`src/rtl/counter_sequencer.sv`:
```
// counter_sequencer: run controller sequencing a binary event counter through start/pause/stop/terminal count
module counter_sequencer #(
  parameter int WIDTH = 3,
  parameter logic [WIDTH-1:0] DEFAULT_TC = WIDTH'(7)
) (
  input  logic             clk,
  input  logic             rst_n,
  input  logic             start,
  input  logic             stop,
  input  logic             pause,
  input  logic             cfg_we,
  input  logic [WIDTH-1:0] cfg_tc,
  input  logic             cfg_periodic,
  output logic [WIDTH-1:0] cnt,
  output logic             busy,
  output logic             done,
  output logic             tc_pulse,
  output logic             cfg_err
);
  typedef enum logic [1:0] {IDLE, RUN, HOLD, DONE} state_t;
  state_t state, state_n;
  logic [WIDTH-1:0] tc_reg, tc_n, cnt_n;
  logic per_reg, per_n, pulse_n, err_n, active;
  assign active = (state == RUN) || (state == HOLD);
  always_comb begin
    state_n = state;
    cnt_n   = cnt;
    tc_n    = tc_reg;
    per_n   = per_reg;
    pulse_n = 1'b0;
    err_n   = 1'b0;
    if (stop) begin
      state_n = IDLE;
      cnt_n   = '0;
    end else begin
      if (cfg_we && active) err_n = 1'b1;
      if (cfg_we && !active) begin
        tc_n  = cfg_tc;
        per_n = cfg_periodic;
      end
      if (start && !active) begin
        state_n = RUN;
        cnt_n   = '0;
      end else if (active && pause) begin
        state_n = HOLD;
      end else if (active) begin
        // leaving HOLD counts on the same edge, so a pause costs exactly its length
        pulse_n = (cnt == tc_reg);
        state_n = (cnt == tc_reg && !per_reg) ? DONE : RUN;
        cnt_n   = (cnt != tc_reg) ? cnt + 1'b1 : (per_reg ? '0 : cnt);
      end
    end
  end
  always_ff @(posedge clk or negedge rst_n) begin
    if (!rst_n) begin
      state    <= IDLE;
      cnt      <= '0;
      tc_reg   <= DEFAULT_TC;
      per_reg  <= 1'b0;
      busy     <= 1'b0;
      done     <= 1'b0;
      tc_pulse <= 1'b0;
      cfg_err  <= 1'b0;
    end else begin
      state    <= state_n;
      cnt      <= cnt_n;
      tc_reg   <= tc_n;
      per_reg  <= per_n;
      busy     <= (state_n == RUN) || (state_n == HOLD);
      done     <= (state_n == DONE);
      tc_pulse <= pulse_n;
      cfg_err  <= err_n;
    end
  end
endmodule
```
`config.mk`:
```
export PLATFORM = sky130hd
export DESIGN_NAME = counter_sequencer
export DESIGN_NICKNAME = d
export VERILOG_FILES = /design/src/rtl/counter_sequencer.sv
export SDC_FILE = /design/constraint.sdc
export NUM_CORES = 1
export LEC_CHECK = 0
export BUFFER_PORTS_ARGS = -buffer_cell sky130_fd_sc_hd__buf_2
export CORE_AREA = 2 2 39 41
export DETAILED_ROUTE_END_ITERATION = 8
export DIE_AREA = 0 0 41 43
export GPL_TIMING_DRIVEN = 0
export PLACE_DENSITY_LB_ADDON = 0.3
export SYNTH_ARGS = -nofsm -noshare
export SYNTH_HDL_FRONTEND = slang
export SYNTH_SLANG_ARGS = --single-unit
```
`constraint.sdc`:
```
create_clock -name clk -period 4 [get_ports clk]
set_clock_uncertainty 0.05 [all_clocks]
set_input_delay 0.8 -clock clk [delete_from_list [all_inputs] [get_ports clk]]
set_output_delay 0.8 -clock clk [all_outputs]
set_load 0.01 [all_outputs]
```
==> Yosys cells after proc, flatten, opt, wreduce, memory -nomap -nowiden <==
Cells that the tools add are included.
{ "classes": {"reduce_logical": 13, "muxes": 17, "n_shift": 0, "mul": 0, "div_mod_pow": 0, "bitwise_logic": 1, "n_lt_le_gt_ge": 0, "n_eq_ne": 8, "addsub": 1} }
{ "ops": {"columns": ["op", "n"], "rows": [
  ["3-bit two-way mux", 6],
  ["2-bit two-way mux", 5],
  ["2-bit == test, second input constant", 3],
  ["1-bit two-way mux", 6],
  ["1-bit logical AND", 5],
  ["2-bit by 1-bit == test with 1-bit output, second input constant", 2],
  ["4-bit nonzero test", 1],
  ["3-bit by 1-bit adder with 3-bit output, second input constant", 1],
  ["3-bit == test", 1],
  ["3-bit != test", 1],
  ["3-bit != test, second input constant", 1],
  ["3-bit AND reduction", 1],
  ["3-bit nonzero test", 1],
  ["1-bit zero test", 2],
  ["1-bit logical OR", 2],
  ["2-bit AND reduction", 1],
  ["1-bit inverter", 1]
]} }
{ "word_totals": {"latch_bits": 0, "n_memories": 0, "word_cells": 48, "romBits": 0, "ff_bits": 13, "mem_bits_rw": 0} }

==> Logic depth before layout (Yosys ltp) <==
{ "depth": {"depth_word": 9, "mapped_depth": 5, "mapped_depth_nobuf": 5} }

==> Worst setup path after synthesis <==
OpenSTA, ideal clock, no wires.
{ "synth_timing": {"kind": "input to register", "start": "input pause", "end": "register busy", "t_arrival_ns": 1.423, "path_stages": 4, "t_required_ns": 3.824, "path_slack_ns": 2.401, "n_path_buf": 0, "setup_time_ns": 0.126, "cell_sequence": "a41o_1 a21oi_1 nor2_1 ha_1"} }
{ "synth_via": {"elab_chain_len": 6} }
{ "synth_lines": {"columns": ["item", "line_no", "rtl"], "rows": [
  ["from (decl)", "10", "input logic pause,"],
  ["1-bit logical AND *", "44", "end else if (active && pause) begin"],
  ["2-bit two-way mux *", "44", null],
  ["2-bit two-way mux *", "41", "if (start && !active) begin"],
  ["2-bit two-way mux *", "32", "if (stop) begin"],
  ["net state_n[1]", "21", "state_t state, state_n;"],
  ["2-bit by 1-bit == test with 1-bit output or 2-bit == test (tied branches)", "69", "busy <= (state_n == RUN) || (state_n == HOLD);"],
  ["1-bit logical OR *", "69", null],
  ["to (signal assigned)", "69", null],
  ["to (decl)", "15", "output logic busy,"]
]} }
Mark *: on every way through the listed nets, which the timed path passes. The rest lies on a longest branch.
A chain may end at the register's enable or synchronous reset.

==> Final worst setup path <==
{ "layout_timing": {"start": "register cnt[0]", "end": "output cnt[0]"} }
{ "layout_lines": {"columns": ["item", "line_no", "rtl"], "rows": [
  ["from (decl)", "14", "output logic [WIDTH-1:0] cnt,"],
  ["from (signal assigned)", "66", "cnt <= cnt_n;"]
]} }
No word-level cell between the ends.

==> results.cfg <==
[run_status]
outcome = finished, final reports clean

[floorplanning]
initial_core_util_pct = 43.9
chipHeight_um = 43
num_rows = 14
io_pins = 17
core-area_um2 = 1380
die_width_um = 41
die_area_um2 = 1760

[timing]
rsz_0062_raised_after_global_routing = no
final_period_minus_worst_setup_slack_ns = 1.72
worst_pin_slew_ns = 0.349
setup_tns_ns = 0
timing.final.setup_violations = 0
fmax_achieved_mhz = 581
final_critical_path_setup_slack_ns = 2.28
fin_worst_hold_slack_ns = 0.350
timing_max_transition_violations_final = 0
timing.slew.headroom_pct = 76.6
timing_hold_violations_final = 0
finalCritPeriodShare_pct = 43.0

[synth]
post_synth_inst_count = 51
predominant_post_synthesis_flop_cell = sky130_fd_sc_hd__dfrtp_1
synth.cell_area_um2 = 608
ys_ff_latch = 13
post_synth_net_total = 63
synth_enable_flop_cells = 0
synth-warning-count = 0
yosysUniqueCellTypes = 22
portion_of_the_post_synthesis_area_used_by_sequential_elements_pct = 54.1
ys_async_sr_fraction_pct = 100
syn_avg_cell_area_um2 = 11.9

[critical_path]
timing.critical_path.max_delay_family = flip-flops
critPathArrivalTime_ns = 0.87
worst-path-buf-inv = 1
sequence_of_cells_on_the_critical_path = buf_2
worst_ep_required_time_ns = 3.15
crit_path_max_fanout = 4
critical_path_class = reg -> out
critical_path.reg2reg.startpoint = tc_reg[2]
slowest_delay_ns = 0.44
cp_slowest_cell = sky130_fd_sc_hd__dfrtp_1
sort_of_element_at_the_start_of_the_critical_path = flop
worstSetupEndpointType = primary output
timing.critical_path.from = cnt[0]

[grt]
grt_first_pass_wirelength_mm = 1.75
grt_max_degree = 14
gr-total-overflow = 0
grt_pass1_vias = 439
globalRouteTotalUtil_pct = 15.0
antenna_found_initial = 0

[route]
wl_per_cell_um = 11.5
first_iter_violations = 4
drtAntennaViolNets = 0
post_drt_via_cell_ratio = 5.08
drcViolationCount = 0
vias = 442
drt_pre_antenna_iters = 3
postRouteWirelength_mm = 1.00

[layout]
diodes = 0
fill_cells = 131
leading_cell_type_in_the_layout_fill_and_taps_excluded = sky130_fd_sc_hd__buf_2
final_cell_mix = sky130_fd_sc_hd__buf_2, sky130_fd_sc_hd__dfrtp_1, sky130_fd_sc_hd__xnor2_1, sky130_fd_sc_hd__nor2_1
seqCellArea_um2 = 329
multi_input_area_um2 = 268
areaGrowthSynthToFinish_pct = 20.8
finish.net_count = 84
drive_gt1_share_pct = 39.4
fin_area_um2 = 734
post-route-util_pct = 53.1

[clock_network]
cts_tree = yes
cts_setup_buffers = 0
clk_latency_ns = 0.27
cts.sinks = 13
maximum_root_to_sink_buffer_count = 2
clock-root-buffer = sky130_fd_sc_hd__clkbuf_4
path_clk_slew_ns = 0.08
h-tree-depth = 1
tritoncts.num_buffers = 3
cts_resized = 0
postCtsHoldBufs = 0

[placed_design]
place_worst_setup_slack_ns = 2.23
final_weighted_congestion_in_routability_driven_placement = 0.754
detailed_place_hpwl_um = 779
placedInstanceArea_um2 = 708
numPortBuffers = 16

[pwr]
leakagePower_uw = 0.000358
power.ir.vdd_worst_v = 0.000205
power_density_nw_per_um2 = 452

[job]
max_cap_violations = 0

[min_path]
timing.hold.worst.class = in -> async
## power by group
group / total (uW) / internal (uW) / switching (uW)
combinational: 78.8 / 40.4 / 38.3
sequential: 174 / 159 / 15.0
clock: 79.8 / 38.6 / 41.2
total: 332 / 238 / 94.5
## logic make-up (layout without fill, tap and decap cells)
group           Yosys count  count (layout)  synth area share (%)
simple gates             15              15                  13.4
flops                    13              13                  54.1
compound gates            9               9                  9.05
xor+xnor                  5               5                  8.44
mux                       4               4                  9.05
buf+inv                   3              23                  1.85
fa+ha+maj                 2               2                  4.11
## cells in the mapped netlist, types with 2 or more instances
cell type                  n  area, um^2
sky130_fd_sc_hd__a21oi_1   2        10.0
sky130_fd_sc_hd__dfrtp_1  10         250
sky130_fd_sc_hd__dfstp_2   3        78.8
sky130_fd_sc_hd__ha_1      2        25.0
sky130_fd_sc_hd__inv_1     3        11.3
sky130_fd_sc_hd__mux2_4    3        45.0
sky130_fd_sc_hd__nand2_1   3        11.3
sky130_fd_sc_hd__nand3_1   2        10.0
sky130_fd_sc_hd__nor2_1    4        15.0
sky130_fd_sc_hd__nor2b_1   2        12.5
sky130_fd_sc_hd__o21ai_1   3        15.0
sky130_fd_sc_hd__xnor2_1   4        35.0
## routing by layer
| metal | global-route usage (%) | part of all wire (%) | vias up |
|---|---|---|---|
| li1 | - | - | 217 |
| met3 | 6.28 | 5.5 | 2 |
| met2 | 22.8 | 49 | 11 |
| met5 | 0 | 0 | - |
| met4 | 6.00 | 1.5 | 0 |
| met1 | 18.0 | 44 | 212 |
## path summary, 6_finish.rpt
kind                        endpoint  slack, ns  cells past startpoint
min in group clk             per_reg       0.50                      2
max reg2reg                     busy       2.50                      5
max in group asynchronous  tc_reg[0]       3.27                      1
max                           cnt[0]       2.28                      1
min                           cnt[1]       0.35                      1
min reg2reg                  per_reg       0.50                      2
## cell type report
class | count | share of cell area [%]
sequential | 13 | 44.8
clock buffer | 4 | 3.58
tap | 16 | 2.73
timing repair buffer | 16 | 10.9
inverter | 3 | 1.53
multi-input combinational | 35 | 36.5
## metrics by stage
step / instances / total power [uW]
2_1_floorplan: 51 / 232
4_1_cts: 87 / 337
6_report: 87 / 332
3_3_place_gp: 83 / 254
5_1_grt: 87 / 355
3_5_place_dp: 83 / 256
Power figures use the tool's default switching activity.
